File: config.mk
export PLATFORM = sky130hd
export DESIGN_NAME = wb_stage_regfile
export DESIGN_NICKNAME = d
export VERILOG_FILES = /design/src/rtl/wb_stage_regfile_pkg.sv /design/src/rtl/wb_stage_regfile_regfile_2r1w.sv /design/src/rtl/wb_stage_regfile.sv
export SDC_FILE = /design/constraint.sdc
export NUM_CORES = 1
export LEC_CHECK = 0
export BUFFER_PORTS_ARGS = -buffer_cell sky130_fd_sc_hd__buf_2
export CELL_PAD_IN_SITES_DETAIL_PLACEMENT = 1
export CELL_PAD_IN_SITES_GLOBAL_PLACEMENT = 1
export CORE_ASPECT_RATIO = 2
export CORE_MARGIN = 3
export CORE_UTILIZATION = 25
export DETAILED_ROUTE_END_ITERATION = 6
export PLACE_DENSITY = 0.51
export SKIP_CTS_REPAIR_TIMING = 1
export SYNTH_ARGS = -nofsm -noshare
export SYNTH_HDL_FRONTEND = slang
export SYNTH_SLANG_ARGS = --single-unit
export TNS_END_PERCENT = 20
File: constraint.sdc
create_clock -name clk -period 3.3 [get_ports clk]
set_input_delay 0.165 -clock clk [delete_from_list [all_inputs] [get_ports clk]]
set_output_delay 0.165 -clock clk [all_outputs]
set_load 0.005 [all_outputs]
File: src/rtl/wb_stage_regfile_pkg.sv
// Shared types and constants for the writeback stage of the 8-bit core.
package wb_stage_regfile_pkg;

  localparam int unsigned DATA_W                = 8;
  localparam int unsigned REG_ADDR_W            = 3;
  localparam int unsigned NUM_REGS              = 1 << REG_ADDR_W;
  localparam int unsigned SQUASH_DEPTH_DEFAULT  = 2;
  localparam int unsigned RETIRE_W_DEFAULT      = 16;

  typedef logic [1:0] opcode_t;

  // EX/WB pipeline register contents as seen by the writeback stage.
  typedef struct packed {
    logic [DATA_W-1:0]     pc;
    logic [DATA_W-1:0]     alu;
    logic [DATA_W-1:0]     imm;
    logic                  branch;
    logic                  reg_write;
    logic                  imm_to_reg;
    logic [REG_ADDR_W-1:0] rd;
    opcode_t               opcode;
  } ex_wb_t;

endpackage

File: src/rtl/wb_stage_regfile_regfile_2r1w.sv
// Architectural register file: one write port, two combinational read ports with
// same-cycle write bypass. Build with WB_ZERO_REG_EN to hard-wire register 0 to zero.
module wb_stage_regfile_regfile_2r1w
  import wb_stage_regfile_pkg::*;
(
  input  logic                  clk,
  input  logic                  rst,
  input  logic                  we_i,
  input  logic [REG_ADDR_W-1:0] waddr_i,
  input  logic [DATA_W-1:0]     wdata_i,
  input  logic [REG_ADDR_W-1:0] raddr1_i,
  input  logic [REG_ADDR_W-1:0] raddr2_i,
  output logic [DATA_W-1:0]     rdata1_o,
  output logic [DATA_W-1:0]     rdata2_o,
  output logic                  we_o
);

  logic [DATA_W-1:0] regs_q [NUM_REGS];
  logic              we_eff;

  // Effective write enable; r0 writes are dropped when it is hard-wired.
  always_comb begin
`ifdef WB_ZERO_REG_EN
    we_eff = we_i && (waddr_i != '0);
`else
    we_eff = we_i;
`endif
  end

  assign we_o = we_eff;

  // Storage with asynchronous clear.
  always_ff @(posedge clk or negedge rst) begin
    if (!rst) begin
      for (int i = 0; i < NUM_REGS; i++) begin
        regs_q[i] <= '0;
      end
    end else if (we_eff) begin
      regs_q[waddr_i] <= wdata_i;
    end
  end

  // Read ports: bypass the in-flight write so decode sees it in the same cycle.
  always_comb begin
    rdata1_o = (we_eff && (waddr_i == raddr1_i)) ? wdata_i : regs_q[raddr1_i];
    rdata2_o = (we_eff && (waddr_i == raddr2_i)) ? wdata_i : regs_q[raddr2_i];
`ifdef WB_ZERO_REG_EN
    if (raddr1_i == '0) rdata1_o = '0;
    if (raddr2_i == '0) rdata2_o = '0;
`endif
  end

endmodule

File: src/rtl/wb_stage_regfile.sv
// Writeback stage: write-data select, register file, registered branch redirect/flush,
// wrong-path squash window and retire counter. Optional macro: WB_ZERO_REG_EN (r0 reads 0).
module wb_stage_regfile
  import wb_stage_regfile_pkg::*;
#(
  parameter int unsigned SQUASH_DEPTH = SQUASH_DEPTH_DEFAULT,
  parameter int unsigned RETIRE_W     = RETIRE_W_DEFAULT
) (
  input  logic                  clk,
  input  logic                  rst,
  input  logic [DATA_W-1:0]     pc_EX_WB,
  input  logic [DATA_W-1:0]     aluResult_EX_WB,
  input  logic [DATA_W-1:0]     immOut_EX_WB,
  input  logic                  branch_EX_WB,
  input  logic                  regWrite_EX_WB,
  input  logic                  immToReg_EX_WB,
  input  logic [REG_ADDR_W-1:0] rd_EX_WB,
  input  opcode_t               opcode_EX_WB,
  input  logic [REG_ADDR_W-1:0] rs1_addr,
  input  logic [REG_ADDR_W-1:0] rs2_addr,
  output logic [DATA_W-1:0]     rs1_data,
  output logic [DATA_W-1:0]     rs2_data,
  output logic [DATA_W-1:0]     wb_data,
  output logic                  wb_we,
  output logic                  redirect_valid,
  output logic [DATA_W-1:0]     redirect_pc,
  output logic                  flush,
  output logic [RETIRE_W-1:0]   retire_count
);

  localparam int unsigned SqW = (SQUASH_DEPTH > 0) ? $clog2(SQUASH_DEPTH + 1) : 1;

  ex_wb_t ex_wb;
  assign ex_wb = '{
    pc:         pc_EX_WB,
    alu:        aluResult_EX_WB,
    imm:        immOut_EX_WB,
    branch:     branch_EX_WB,
    reg_write:  regWrite_EX_WB,
    imm_to_reg: immToReg_EX_WB,
    rd:         rd_EX_WB,
    opcode:     opcode_EX_WB
  };

  // Opcode travels with the bundle but has no effect in WB.
  logic unused_opcode;
  assign unused_opcode = ^ex_wb.opcode;

  logic                redirect_valid_q, flush_q;
  logic [DATA_W-1:0]   redirect_pc_q;
  logic [SqW-1:0]      squash_cnt_q, squash_cnt_d;
  logic [RETIRE_W-1:0] retire_q, retire_d;
  logic                squash_active, br_take, req_we;
  logic [DATA_W-1:0]   target;

  // Wrong-path suppression and branch target (8-bit wraparound add).
  always_comb begin
    squash_active = (squash_cnt_q != '0);
    br_take       = ex_wb.branch && !squash_active;
    req_we        = ex_wb.reg_write && !squash_active;
    wb_data       = ex_wb.imm_to_reg ? ex_wb.imm : ex_wb.alu;
    target        = ex_wb.pc + ex_wb.imm;
  end

  wb_stage_regfile_regfile_2r1w u_regfile (
    .clk      (clk),
    .rst      (rst),
    .we_i     (req_we),
    .waddr_i  (ex_wb.rd),
    .wdata_i  (wb_data),
    .raddr1_i (rs1_addr),
    .raddr2_i (rs2_addr),
    .rdata1_o (rs1_data),
    .rdata2_o (rs2_data),
    .we_o     (wb_we)
  );

  // Next squash count and retire count; a squashed branch never reloads the window.
  always_comb begin
    squash_cnt_d = squash_cnt_q;
    if (br_take) begin
      squash_cnt_d = SqW'(SQUASH_DEPTH);
    end else if (squash_active) begin
      squash_cnt_d = squash_cnt_q - SqW'(1);
    end
    retire_d = retire_q;
    if ((ex_wb.reg_write || ex_wb.branch) && !squash_active) begin
      retire_d = retire_q + RETIRE_W'(1);
    end
  end

  // Redirect/flush pulses, redirect target, squash window and retire counter.
  always_ff @(posedge clk or negedge rst) begin
    if (!rst) begin
      redirect_valid_q <= 1'b0;
      flush_q          <= 1'b0;
      redirect_pc_q    <= '0;
      squash_cnt_q     <= '0;
      retire_q         <= '0;
    end else begin
      redirect_valid_q <= br_take;
      flush_q          <= br_take;
      if (br_take) begin
        redirect_pc_q <= target;
      end
      squash_cnt_q <= squash_cnt_d;
      retire_q     <= retire_d;
    end
  end

  assign redirect_valid = redirect_valid_q;
  assign flush          = flush_q;
  assign redirect_pc    = redirect_pc_q;
  assign retire_count   = retire_q;

endmodule

## Word-level counts from Yosys, hierarchy flattened

Index checks and enable logic that the tools add are counted.

- Bits in registers: 91
- Input port bits: 40
- Output and inout port bits: 51

- Add/subtract/negate cells: 3
- Magnitude comparators: 4
- Equality and inequality tests: 2
- Muxes and demuxes: 14
- Bitwise operators: 3
- Reductions and logical operators: 10

Operators with widths:

| cell | count |
|---|---|
| bitwise mux 64 bit | 1 |
| 2-to-1 mux 8 bit | 8 |
| binary-select mux 8 bit (select 3 bit) | 2 |
| demux 8 bit (select 3 bit) | 1 |
| adder 16 x 1 -> 16 bit, second input constant | 1 |
| >= comparator 4 bit, second input constant | 3 |
| NOT 3 -> 4 bit | 3 |
| adder 8 bit | 1 |
| == test 3 bit | 2 |
| logical AND 1 bit | 6 |
| less-than comparator 4 x 1 -> 1 bit, second input constant | 1 |
| 2-to-1 mux 2 bit | 2 |
| nonzero test 2 bit | 2 |
| subtractor 2 x 1 -> 2 bit, second input constant | 1 |
| logical NOT 1 bit | 1 |
| logical OR 1 bit | 1 |

## Longest topological paths before layout

- Depth in word-level cells: 6
- Depth in mapped cells: 9

## Cells and area by module

From an unflattened synthesis, not the netlist that was laid out.

- Cell total of the unflattened synthesis: 384
- Area total of the unflattened synthesis: 5407.7 µm²

Modules (own cells, without submodules):

| module | instances | cells an instance | area each (µm²) |
|---|---|---|---|
| wb_stage_regfile_regfile_2r1w | 1 | 233 | 3782.4 |
| wb_stage_regfile | 1 | 151 | 1625.3 |

## Least setup slack after synthesis

No wires, ideal clock.

- Path kind: register to register
- From: register squash_cnt_q[0]
- To: register u_regfile.regs_q[61] in the netlist's numbering
- Setup time: 0.138 ns
- Data arrival time: 1.621 ns
- Data required time: 3.162 ns
- Setup slack: 1.541 ns
- Stages on the path, launching flop included: 10
- Path buffers: 3
- Clock period less this slack: 1.759 ns
- Path through: dfrtp_1 -> inv_1 -> ha_1 -> buf_4 -> nand2_4 -> or4_1 -> clkbuf_1 -> buf_6 -> nand2_1 -> o21ai_2

- Longest elaborated chain between the ends: 3

Ends and longest elaborated chain:

| element | line | source |
|---|---|---|
| start, declared | wb_stage_regfile.sv:51 | `logic [SqW-1:0] squash_cnt_q, squash_cnt_d;` |
| start signal, assigned | wb_stage_regfile.sv:106 | `squash_cnt_q <= squash_cnt_d;` |
| nonzero test 2 bit | wb_stage_regfile.sv:58 | `squash_active = (squash_cnt_q != '0);` |
| logical NOT 1 bit | wb_stage_regfile.sv:60 | `req_we = ex_wb.reg_write && !squash_active;` |
| logical AND 1 bit | wb_stage_regfile.sv:60 |  |
| end signal, assigned by index | wb_stage_regfile_regfile_2r1w.sv:39 | `regs_q[waddr_i] <= wdata_i;` |
| end, declared | wb_stage_regfile_regfile_2r1w.sv:18 | `logic [DATA_W-1:0] regs_q [NUM_REGS];` |

No other way between the ends.
A chain may end at the register's enable or synchronous reset.

## Final worst setup path

- From: register squash_cnt_q[0]
- To: output port rs1_data[1]

- Longest elaborated chain between the ends: 5

Ends and longest elaborated chain:

| element | line | source |
|---|---|---|
| nonzero test 2 bit | wb_stage_regfile.sv:58 |  |
| logical NOT 1 bit | wb_stage_regfile.sv:60 |  |
| logical AND 1 bit | wb_stage_regfile.sv:60 |  |
| logical AND 1 bit | wb_stage_regfile_regfile_2r1w.sv:45 | `rdata1_o = (we_eff && (waddr_i == raddr1_i)) ? wdata_i : regs_q[raddr1_i];` |
| 2-to-1 mux 8 bit | wb_stage_regfile_regfile_2r1w.sv:45 |  |
| end, declared | wb_stage_regfile.sv:21 | `output logic [DATA_W-1:0] rs1_data,` |

No other way between the ends.

==> results.toml <==
[synthesis]
synth_edf_count = 0
ys_types = 52
synth-adder-area-share_pct = 2.565
avgSynthCellArea_um2 = 10.73
synth_top_family_by_area = "multiplexers"
async_reset_ff_share_pct = 100.0
synth.net_count = 532
ys.flop_type = "dfrtp_1"
syn-instance-count = 482
synth_mux_area_share_pct = 19.02
synth-simple-area-share_pct = 13.79
synth_xor_area_share_pct = 3.895
yosys_warnings = 0
yosysTopAreaCell = "dfrtp_1"
synth_area_leaders = "dfrtp_1 (44%), mux4_2 (14%), a21oi_1 (4.8%)"
ys_seq_area_share_pct = 44.04
synth_compound_area_share_pct = 12.00
synth_seq_cells = 91
synth_area_um2 = 5171
synth_top_area_share_pct = 44.04

[grt]
gr-usage-met2_pct = 26.70
grt_pass1_wl_um = 25290
top_usage_layer = "met2"
grtUsageMet1_pct = 17.33
antenna_found_initial = 0
met3_usage_pct = 2.247
grt_pass1_vias = 4452
track_usage_pct = 14.63
grt_max_degree = 61
grt_overflow = 0

[job]
cap_viol_max_count = 0

[final_layout]
area_delta_synth_final_pct = 19.60
drive_above_1_share_pct = 29.30
antenna_cells = 0
nets = 616
final_cell_mix = "dfrtp_1 (91), buf_2 (87), nor2_1 (59), a21oi_1 (50), nand2_1 (47)"
finalInstanceArea_um2 = 6185
final_common_cell = "dfrtp_1"

[place]
portBuffers = 88
dpl-instance-area_um2 = 5879
gp_congestion = 0.7855
dpl.hpwl_um = 11770

[pwr]
powerDensity_nw_per_um2 = 765.0
leakage_nw = 2.793
irDropWorstVdd_mv = 0.3177

[clock_tree]
clk_latency_ns = 0.35
cts-root-buf = "clkbuf_16"
cts_max_path_buffers = 2
cts_tree = "yes"
cts_buffers = 9
cts_sinks = 91
h-tree-depth = 3
path_clk_slew_ns = 0.06

[route]
drt-total-wl_um = 15690
vias_per_cell = 4.745
detail-route-antenna-nets = 0
drc = 0
dr.pass1.iters = 4
vias = 3948
wl_per_cell_um = 18.85
drtIter0Drc = 88

[worst_setup_path]
slowest_stage = "dfrtp_1"
critPathKind = "reg2out"
worstPathCellList = "inv_1 > ha_1 > nand2_4 > nor4_2 > buf_4 > nand2_1 > o21ai_0 > buf_2"
arrival_ns = 2.25
max_stage_delay_ns = 0.39
reg2reg_slack_ns = 1.10
endpoint_kind = "primary output"
crit_path_start_kind = "flip-flop"
worstPathMaxFanout = 16
critical_path.top_delay_family = "simple AND/OR/NAND/NOR gates"
crit_required_ns = 3.13
crit_buf_inv = 3

[sta]
slew_headroom_pct = 45.44
worst_hold_slack_ns = 0.1787
fmax_ghz = 0.4134
slew_viol_final = 0
finalCritPeriodShare_pct = 73.30
skew_ns = 0.007071
tightest_slew_ns = 0.8183
totalNegativeSetupSlack_ns = 0
rsz0062_at_grt = "no"
fin_crit_ns = 2.419
hold_viol_final = 0
finalSetupViolations = 0

[floorplan]
coreArea_um2 = 20090
die_w_um = 107.7
io_pins = 91
die-area_um2 = 22550
die_h_um = 209.4
rows = 73
start_util_pct = 25.73

[status]
status = "complete, no violations"

[hold_path]
hold_path_class = "in2reg"
report_power, final:
group / total, mW / internal, mW / switching, mW / leakage, nW
Sequential: 1.99 / 1.62 / 0.372 / 1.12
Clock: 1.05 / 0.624 / 0.425 / 0.146
Combinational: 1.69 / 0.884 / 0.807 / 1.52
Total: 4.73 / 3.13 / 1.60 / 2.79
per-layer routing:
| layer | routed length [um] | vias up |
|---|---|---|
| li1 | - | 1883 |
| met1 | 6478 | 1975 |
| met2 | 8493 | 77 |
| met3 | 461 | 13 |
| met4 | 253 | 0 |
| met5 | 0 | - |
path summary, 6_finish.rpt:
check,startpoint,to,depth (start not counted)
min in group asynchronous,rst,redirect_pc[2]$_DFFE_PN0P_,2
setup / recovery,squash_cnt_q[0]$_DFFE_PN0P_,rs1_data[1],8
hold reg to reg,retire_count[15]$_DFFE_PN0P_,retire_count[15]$_DFFE_PN0P_,1
setup reg to reg,squash_cnt_q[0]$_DFFE_PN0P_,u_regfile.regs_q[57]$_DFFE_PN0P_,6
max in group asynchronous,rst,u_regfile.regs_q[14]$_DFFE_PN0P_,3
hold / removal,pc_EX_WB[0],redirect_pc[0]$_DFFE_PN0P_,3
through the flow:
step	cells	worst slack, ns	util, %	power (mW)
6_report	832	0.8809	30.78	4.731
4_1_cts	831	0.8145	30.73	4.831
2_1_floorplan	482	1.541	-	3.081
3_3_place_gp	816	1.111	29.26	3.628
3_5_place_dp	816	1.042	29.26	3.763
5_1_grt	832	0.6148	30.78	5.119
cell usage after synthesis, drive strengths merged, types with 2 or more instances:
cell    number
a211oi       4
a21o         2
a21oi       50
and3         3
and3b        2
buf         24
clkbuf       7
dfrtp       91
ha           9
inv         17
mux2         2
mux2i       24
mux4        32
nand2       49
nand2b       3
nand3        3
nand3b       3
nand4        3
nor2        59
nor3         4
nor4         3
nor4b        2
o211ai       2
o21ai       41
o31a         2
or3          2
or4          2
xnor2       12
xor2        11
sequential cells by signal (all words and copies together) (netlist names):
name	cells
squash_cnt_q	2
flush	1
retire_count	16
u_regfile.regs_q	64
redirect_pc	8
tightest hold or removal path, delay by kind of cell:
kind,cells,cell delay (ns)
mux,1,0.13
fa+ha+maj,1,0.12
buf+inv,1,0.08
final cells by class:
cell class                 count  area [um^2]
tap                          262        327.8
sequential                    91         2277
clock buffer                  13        260.3
timing repair buffer         104        565.5
inverter                      18        67.56
clock inverter                 2        35.03
fill                        2350        13910
multi-input combinational    342         2651
logic make-up (layout without fill, tap and decap cells):
family | Yosys count | count (layout)
AND/OR/NAND/NOR | 144 | 144
AO/OA/AOI/OAI | 107 | 107
flip-flops | 91 | 91
multiplexers | 58 | 58
buffers and inverters | 49 | 137
XOR/XNOR | 23 | 23
adder cells (fa/ha/maj) | 10 | 10
No activity file was read; power rests on OpenSTA's default activity.
